$ cat config.mk
export PLATFORM = sky130hd
export DESIGN_NAME = inst_fetch
export DESIGN_NICKNAME = d
export VERILOG_FILES = /design/src/rtl/mips_pkg.sv /design/src/rtl/inst_fetch_jump_predecode.sv /design/src/rtl/inst_fetch.sv
export SDC_FILE = /design/constraint.sdc
export NUM_CORES = 1
export LEC_CHECK = 0
export ABC_AREA = 1
export CELL_PAD_IN_SITES_DETAIL_PLACEMENT = 1
export CELL_PAD_IN_SITES_GLOBAL_PLACEMENT = 2
export CORE_MARGIN = 3
export CORE_UTILIZATION = 22
export CTS_CLUSTER_SIZE = 14
export DETAILED_ROUTE_END_ITERATION = 16
export PLACE_DENSITY = 0.9
export SLEW_MARGIN = 20
export SYNTH_ARGS = -nofsm -noshare
export SYNTH_HDL_FRONTEND = slang
export SYNTH_HIERARCHICAL = 1
export SYNTH_SLANG_ARGS = --single-unit
$ cat constraint.sdc
create_clock -name clk -period 2.15 [get_ports clk]
set_input_delay 0.215 -clock clk [delete_from_list [all_inputs] [get_ports clk]]
set_output_delay 0.215 -clock clk [all_outputs]
set_load 0.01 [all_outputs]
$ cat src/rtl/mips_pkg.sv
// ============================================================================
//  Module      : mips_pkg
//  Description : Shared MIPS encodings, instruction field layout and fetch state
//  Revision    : 1.0  initial release
// ============================================================================
`default_nettype none

package mips_pkg;

    localparam logic [5:0] OP_TYPE_R = 6'b000000;
    localparam logic [5:0] OP_J      = 6'b000010;
    localparam logic [5:0] OP_JAL    = 6'b000011;
    localparam logic [5:0] OP_BEQ    = 6'b000100;
    localparam logic [5:0] OP_BNE    = 6'b000101;
    localparam logic [5:0] OP_ADDIU  = 6'b001001;
    localparam logic [5:0] OP_LW     = 6'b100011;
    localparam logic [5:0] OP_SW     = 6'b101011;

    localparam logic [5:0] FUNC_SLL  = 6'b000000;
    localparam logic [5:0] FUNC_JR   = 6'b001000;
    localparam logic [5:0] FUNC_ADDU = 6'b100001;
    localparam logic [5:0] FUNC_SUBU = 6'b100011;
    localparam logic [5:0] FUNC_AND  = 6'b100100;
    localparam logic [5:0] FUNC_OR   = 6'b100101;
    localparam logic [5:0] FUNC_SLT  = 6'b101010;

    // R-type view of a word; imm and target overlay the low 16 and 26 bits.
    typedef struct packed {
        logic [5:0] opcode;
        logic [4:0] rs;
        logic [4:0] rt;
        logic [4:0] rd;
        logic [4:0] shamt;
        logic [5:0] func;
    } inst_t;

    typedef enum logic [0:0] {
        FETCH_REQ   = 1'b0,
        FETCH_VALID = 1'b1
    } fetch_state_e;

    function automatic logic is_jump_op(input logic [5:0] op);
        return (op == OP_J) || (op == OP_JAL);
    endfunction

endpackage

`default_nettype wire

$ cat src/rtl/inst_fetch_jump_predecode.sv
// ============================================================================
//  Module      : jump_predecode
//  Description : Combinational J/JAL detection and pseudo-direct target build
//  Revision    : 1.0  initial release
// ============================================================================
`default_nettype none

module jump_predecode
    import mips_pkg::*;
(
    input  logic [31:0] i_inst,
    input  logic [31:0] i_pc_plus4,
    output logic        o_is_jump,
    output logic [31:0] o_jump_target
);

    inst_t w_fields;

    assign w_fields  = inst_t'(i_inst);
    assign o_is_jump = is_jump_op(w_fields.opcode);

    // Target keeps the 256 MB region of the delay-slot address (pc+4).
    assign o_jump_target = (i_pc_plus4 & 32'hF000_0000)
                         | {4'b0000, w_fields.rs, w_fields.rt, w_fields.rd,
                            w_fields.shamt, w_fields.func, 2'b00};

endmodule

`default_nettype wire

$ cat src/rtl/inst_fetch.sv
// ============================================================================
//  Module      : inst_fetch
//  Description : PC owner; fetches words over req/ack and presents split fields
//  Revision    : 1.0  initial release
// ============================================================================
`default_nettype none

module inst_fetch
    import mips_pkg::*;
#(
    parameter logic [31:0] RESET_PC = 32'h0000_0000
) (
    input  logic        clk,
    input  logic        rst,
    output logic        imem_req,
    output logic [31:0] imem_addr,
    input  logic        imem_ack,
    input  logic [31:0] imem_rdata,
    input  logic        stall,
    input  logic        redirect,
    input  logic [31:0] redirect_pc,
    output logic        inst_valid,
    output logic [31:0] inst,
    output logic [5:0]  opcode,
    output logic [5:0]  func,
    output logic [4:0]  rs,
    output logic [4:0]  rt,
    output logic [4:0]  rd,
    output logic [15:0] imm,
    output logic [25:0] target,
    output logic [31:0] pc,
    output logic [31:0] pc_plus4
);

    localparam logic [0:0] c_st_req   = FETCH_REQ;
    localparam logic [0:0] c_st_valid = FETCH_VALID;

    logic [0:0]  r_state;
    logic        r_req;
    logic        r_kill;
    logic [31:0] r_pc;
    logic [31:0] r_pc_pend;
    logic [31:0] r_inst;

    logic [31:0] w_pc_plus4;
    logic [31:0] w_redirect_pc;
    logic        w_is_jump;
    logic [31:0] w_jump_target;

    assign w_pc_plus4    = r_pc + 32'd4;
    assign w_redirect_pc = redirect_pc & ~32'h3;

    jump_predecode u_jump_predecode (
        .i_inst        (r_inst),
        .i_pc_plus4    (w_pc_plus4),
        .o_is_jump     (w_is_jump),
        .o_jump_target (w_jump_target)
    );

    always_ff @(posedge clk) begin
        if (rst) begin
            r_state   <= c_st_req;
            r_req     <= 1'b0;
            r_kill    <= 1'b0;
            r_pc      <= RESET_PC;
            r_pc_pend <= RESET_PC;
            r_inst    <= '0;
        end else begin
            case (r_state)
                c_st_req: begin
                    if (!r_req) begin
                        // No request outstanding, so a redirect can retarget directly.
                        r_req <= 1'b1;
                        if (redirect) begin
                            r_pc <= w_redirect_pc;
                        end
                    end else if (imem_ack) begin
                        r_req <= 1'b0;
                        if (redirect) begin
                            r_pc   <= w_redirect_pc;
                            r_kill <= 1'b0;
                        end else if (r_kill) begin
                            r_pc   <= r_pc_pend;
                            r_kill <= 1'b0;
                        end else begin
                            r_inst  <= imem_rdata;
                            r_state <= c_st_valid;
                        end
                    end else if (redirect) begin
                        // Address must stay stable until imem answers; remember the target.
                        r_kill    <= 1'b1;
                        r_pc_pend <= w_redirect_pc;
                    end
                end
                c_st_valid: begin
                    if (redirect) begin
                        r_pc    <= w_redirect_pc;
                        r_req   <= 1'b1;
                        r_state <= c_st_req;
                    end else if (!stall) begin
                        r_pc    <= w_is_jump ? w_jump_target : w_pc_plus4;
                        r_req   <= 1'b1;
                        r_state <= c_st_req;
                    end
                end
            endcase
        end
    end

    assign imem_req   = r_req;
    assign imem_addr  = r_pc;
    assign inst_valid = (r_state == c_st_valid);
    assign inst       = r_inst;
    assign opcode     = r_inst[31:26];
    assign rs         = r_inst[25:21];
    assign rt         = r_inst[20:16];
    assign rd         = r_inst[15:11];
    assign func       = r_inst[5:0];
    assign imm        = r_inst[15:0];
    assign target     = r_inst[25:0];
    assign pc         = r_pc;
    assign pc_plus4   = w_pc_plus4;

endmodule

`default_nettype wire

==> out/qor.csv, run 1 <==
metric,value,unit
vias,7220,
Hold Path Sink,r_kill,
setup slack after layout,-107.8,ps
critical path arrival,2040,ps
Hold WC Path Type,input port to flop,
final setup fails,6,
drt drc,0,
Core Footprint,0.02894,sq mm
vias per cell,4.490,
"non-filler cells, final",1608,
unrepaired setup endpoints after global routing,yes,
CP Max Fanout,4,
Final Hold Viols,0,
first-pass GRT wire length,42200,microns
number of synthesized register bits,97,
initial antenna violation count,2,
max cap viols,0,
worst slack at placement,-47.91,ps
DP Wirelength,21130,microns
Net Sw Frac,0.3313,
Mapped Cells,1021,
CP endpoint kind,primary output,
met2 Resource Use GR,0.2892,
CTS H-Tree Depth,3,
"top cells by area, synth","dfxtp_1, buf_4, nand2_1, nor2_1, o21ai_0",
P_int,3656,uW
Crit Path Class,flop to primary output,
total track usage,0.1718,
Final Max Tran Viols,0,
FF-to-FF path depth,18,
pin count of the biggest net entering global routing,56,
GRT met1 Usage,0.2242,
Crit Reg-Reg Endpoint,imem_addr[28],
"Hold-fix buffers, CTS",0,
Tcrit/Tclk final,1.050,
GR Util met3,0.03044,
Gate power share,0.333,
sequential power share,0.376,
Clock Power Share,0.291,
global route overflow,0,
Yosys top cell by area,dfxtp_1,
row cnt,62,
Reg2Reg Setup Slack,10,ps
RR Startpoint,imem_addr[3],
Layout Nets,1289,
Worst Tran Pin Value,629.2,ps
hold_sp,redirect,
outcome,finished with violations,
PortBufs,265,
pwr dens,564.7,mW/mm^2
placed cell area,0.009044,sq mm
P&R area growth vs syn,48.68,%
initial core utilization,0.2251,
Avg WL per Cell,17.45,microns
gpl congestion,0.8682,
Critical Path RT,1930,ps
clock sinks,97,
failing checks,negative setup slack,
yosys warns,6,
ANT nets after route,0,
CTS Buf Count,9,
Max VDD drop,0.3330,mV
router iterations before antenna repair,5,
Antenna Cells,0,
leakage,0.004006,uW
clock slew at reported path FFs,70,ps
sequential share of the synthesized area,0.2982,
num ports,268,
most frequent CP cell,buf_6,
design area,0.009683,sq mm
cell at the slowest stage of the critical path,dfxtp_2,
share of layout cells above drive strength 1,0.1699,
Final Critical Period,2258,ps
Max Freq,442.9,MHz
final wirelength,28060,microns
Die X,178.1,microns
Yosys cell types,35,
placed insts,1563,
Pwr Total,5468,uW
Mapped Area,0.006512,sq mm
most crowded layer after global routing,met2,
Syn Area/Cell,6.379,sq um
chip height,178.1,microns
"Largest stage delay, worst path",370,ps
Synth top area share,0.2982,
Layout Skew,10.67,ps
Root Driver,clkbuf_16,
die area,0.03170,sq mm
NetSw,1811,uW
number of DRC violations after detailed-routing iteration 0,408,
relative slew slack,0.5805,
Skew-Pair Late Insertion Delay,360,ps
Longest Clk Path Bufs,2,
CTS tree,done,
worst hold path depth,4,
vias in the first global route,7414,
"Critical Path, Cell by Cell","buf_6, nand2_4, nor2_4, buf_6, nand3b_1, buf_4, or2_1, nand2_1, buf_2",
Setup crit start kind,flop,
==> registers in the layout, summed over array words and instances, names as in the netlist <==
| name | flops |
|---|---|
| inst | 32 |
| imem_req | 1 |
| imem_addr | 32 |
| inst_valid | 1 |
| r_pc_pend | 30 |
| r_kill | 1 |
==> worst max path at each step <==
stage / startpoint / to / depth (start not counted)
global placement: imem_addr[2] / pc_plus4[30] / 9
CTS: imem_addr[2] / pc_plus4[30] / 9
floorplan: imem_addr[3] / imem_addr[28] / 15
finish: imem_addr[3] / pc_plus4[11] / 9
detailed placement: imem_addr[2] / pc_plus4[30] / 9
global route: imem_addr[3] / pc_plus4[11] / 9
==> area by class of cell <==
class / instances / area, sq um
Clock buffer: 13 / 250.2
Clock inverter: 3 / 26.28
Fill cell: 3572 / 19250
Inverter: 49 / 186.4
Multi-Input combinational cell: 689 / 3291
Sequential cell: 97 / 1954
Tap cell: 384 / 480.5
Timing Repair Buffer: 373 / 3495
==> metrics by stage <==
step | util | hold WS (ps) | setup TNS, ps
final | 0.3346 | 376.4 | -342.9
after global routing | 0.3346 | 394.3 | -1051
after detailed placement | 0.3125 | 456.7 | -142.2
after floorplan | - | 321.8 | 0
after CTS | 0.3284 | 359.6 | -1145
after global placement | 0.3125 | 447.4 | -55.69
==> cell families after synthesis <==
logic type | synth area share
other | 0.0005758
AOI/OAI and AO/OA | 0.1623
xor gates and xnor gates | 0.01210
buffers and inverters | 0.2219
DFF | 0.2982
and+or+nand+nor | 0.3030
adders and majority gates | 0.001921
==> power by group through the flow <==
| stage | logic (uW) | clock network, uW | registers, uW |
|---|---|---|---|
| global route | 1980 | 1720 | 2080 |
| floorplan | 834 | 0 | 2130 |
| detailed placement | 1790 | 0 | 2080 |
| CTS | 1800 | 1660 | 2050 |
| global placement | 1770 | 0 | 2080 |
| finish | 1820 | 1590 | 2050 |
==> timing repair <==
item,in CTS,in global routing
pin swaps,19,25
endpoints found under the setup margin,27,26
setup buffers,18,15
gates resized for setup,100,53
==> synth_stat cells, drive strengths merged <==
cell,instances
a211oi,1
and2,1
conb,1
nand3,51
nand2,232
o22ai,1
xor2,4
nand3b,2
a21oi,81
ha,1
inv,49
o21ai,119
or2,1
nand4,4
a31oi,2
nor3,2
clkbuf,29
nor2,176
dfxtp,97
buf,158
o211ai,4
xnor2,5
==> layout by cell type (no fill, tap or decap), types with 11 or more instances in the layout <==
cell             Yosys  routed
nor2_1             163     156
buf_2               14      11
dfxtp_1             97      89
a21oi_1             81      81
nand3_1             50      45
clkdlybuf4s50_1      0     237
buf_6                2      13
inv_1               46      44
o21ai_0            107     103
nand2_2              3      13
o21ai_1             12      15
buf_4              140      95
nor2_4               7      12
nand2_1            226     214
==> critical path: cells and delay by family (launching register included) <==
kind / cells / cell delay (ps)
flops: 1 / 370
buf+inv: 4 / 600
simple gates: 5 / 720
==> per-layer routing <==
| metal | up-vias | share of wire |
|---|---|---|
| li1 | 3521 | - |
| met1 | 3453 | 0.45 |
| met2 | 204 | 0.48 |
| met3 | 38 | 0.049 |
| met4 | 4 | 0.023 |
| met5 | - | 0.00096 |
Power figures use the tool's default switching activity.
==> run 2: changes to the inputs <==
CORE_ASPECT_RATIO = 1.2   (was default)
==> run 2 against run 1 <==
  * The flow now finishes without violations
  * Register-to-register slack improved by 110 ps
  * Sequential share of layout area rose by 0.20 points
  * Core utilization decreased by 0.35 points
  * Critical path type unchanged
  * Largest power group unchanged
==> out/qor.csv, run 2 (synthesized netlist as in run 1, its figures left out) <==
metric,value,unit
outcome,finished clean,
vias,7141,
critical path arrival,1910,ps
Avg WL per Cell,17.36,microns
Final Hold Viols,0,
pin count of the biggest net entering global routing,56,
Worst Path Buf+Inv,4,
first-pass GRT wire length,42280,microns
Final Critical Period,2124,ps
clock sinks,97,
total track usage,0.1708,
Core Footprint,0.02893,sq mm
num ports,268,
unrepaired setup endpoints after global routing,yes,
cell at the slowest stage of the critical path,dfxtp_2,
most frequent cells in the layout,"clkdlybuf4s50_1, nand2_1, nor2_1, o21ai_0, dfxtp_1",
Fillers,3614,
gpl congestion,0.8669,
DP Wirelength,20780,microns
Longest Clk Path Bufs,2,
TNS Setup,0,ps
Max VDD drop,0.2876,mV
vias per cell,4.483,
Worst Tran Pin Value,633.5,ps
Max Freq,470.8,MHz
Layout Skew,12.24,ps
initial antenna violation count,2,
"Critical Path, Cell by Cell","ha_4, nand2_2, nor2_4, buf_4, nand2_2, buf_4, xnor2_2, buf_4, clkdlybuf4s15_2",
tightest hold margin,314.9,ps
vias in the first global route,7532,
initial core utilization,0.2251,
CTS H-Tree Depth,3,
CP Max Fanout,3,
"most common cell after layout, fill and taps aside",clkdlybuf4s50_1,
die area,0.03171,sq mm
Layout Nets,1271,
PortBufs,265,
Critical Path RT,1930,ps
Skew-Pair Late Insertion Delay,360,ps
Setup crit start kind,flop,
Tcrit/Tclk final,0.9880,
CTS Buf Count,9,
most frequent CP cell,buf_4,
final setup fails,0,
"Largest stage delay, worst path",370,ps
max cap viols,0,
CP endpoint kind,primary output,
clock slew at reported path FFs,80,ps
Final Max Tran Viols,0,
P&R area growth vs syn,47.11,%
Crit Path Class,flop to primary output,
Root Driver,clkbuf_16,
row cnt,68,
"Hold-fix buffers, CTS",0,
ANT nets after route,0,
router iterations before antenna repair,4,
share of layout cells above drive strength 1,0.1683,
global route overflow,0,
number of DRC violations after detailed-routing iteration 0,331,
final wirelength,27660,microns
drt drc,0,
CTS tree,done,
leakage,0.003905,uW
pwr dens,588.5,mW/mm^2
Die X,163.1,microns
chip height,194.5,microns
Hold WC Path Type,input port to flop,
relative slew slack,0.5777,
cell family with most CP delay,buffers and inverters,
## run 2: final timing paths
kind | from | end | slack, ps | cells after the start
setup reg to reg | imem_addr[2] | imem_addr[29] | 120 | 14
hold reg to reg | r_pc_pend[28] | r_pc_pend[28] | 460 | 2
setup / recovery | imem_addr[2] | pc_plus4[8] | 30 | 9
hold / removal | redirect | r_kill | 310 | 3
## run 2: metrics by stage
stage	util	std cells	setup slack, ps	power, uW	area [sq um]
2_1_floorplan	-	1022	259.3	2964	6516
3_3_place_gp	0.3101	1554	-3.461	3818	8970
3_5_place_dp	0.3101	1554	-52.97	3851	8970
4_1_cts	0.3272	1584	-71.44	5694	9467
5_1_grt	0.3311	1592	-65.51	5945	9578
6_report	0.3312	1593	25.89	5638	9580
## run 2: cell type report
class | instances | area [sq um] | area share
timing repair buffer | 355 | 3332 | 0.3478
multi-input combinational | 689 | 3304 | 0.3449
tap | 385 | 481.7 | 0.05028
sequential | 97 | 1953 | 0.2039
inverter | 49 | 183.9 | 0.01920
clock buffer | 9 | 225.2 | 0.02351
clock inverter | 7 | 95.09 | 0.009926
antenna | 2 | 5.005 | 0.0005224
## run 2: timing repair
action	CTS	global route
resized for setup	108	41
buffers inserted	14	8
pin swaps	17	14
setup endpoints to repair	27	20
## run 2: tightest hold or removal path, cell delays in order
cell and delay [ps]:
buf_2 230, nand2_1 110, a21oi_1 60
## run 2: power by group
group | internal [uW] | total, uW | switching, uW | leakage (uW)
Clock | 1020 | 1820 | 798 | 0.000155
Combinational | 881 | 1760 | 883 | 0.00295
Sequential | 1920 | 2050 | 132 | 0.000797
## run 2: layer usage
layer  share of wire  track usage
met1            0.42       0.2078
met2            0.50       0.3023
met3           0.056      0.02857
met4           0.025      0.05829
met5               0            0
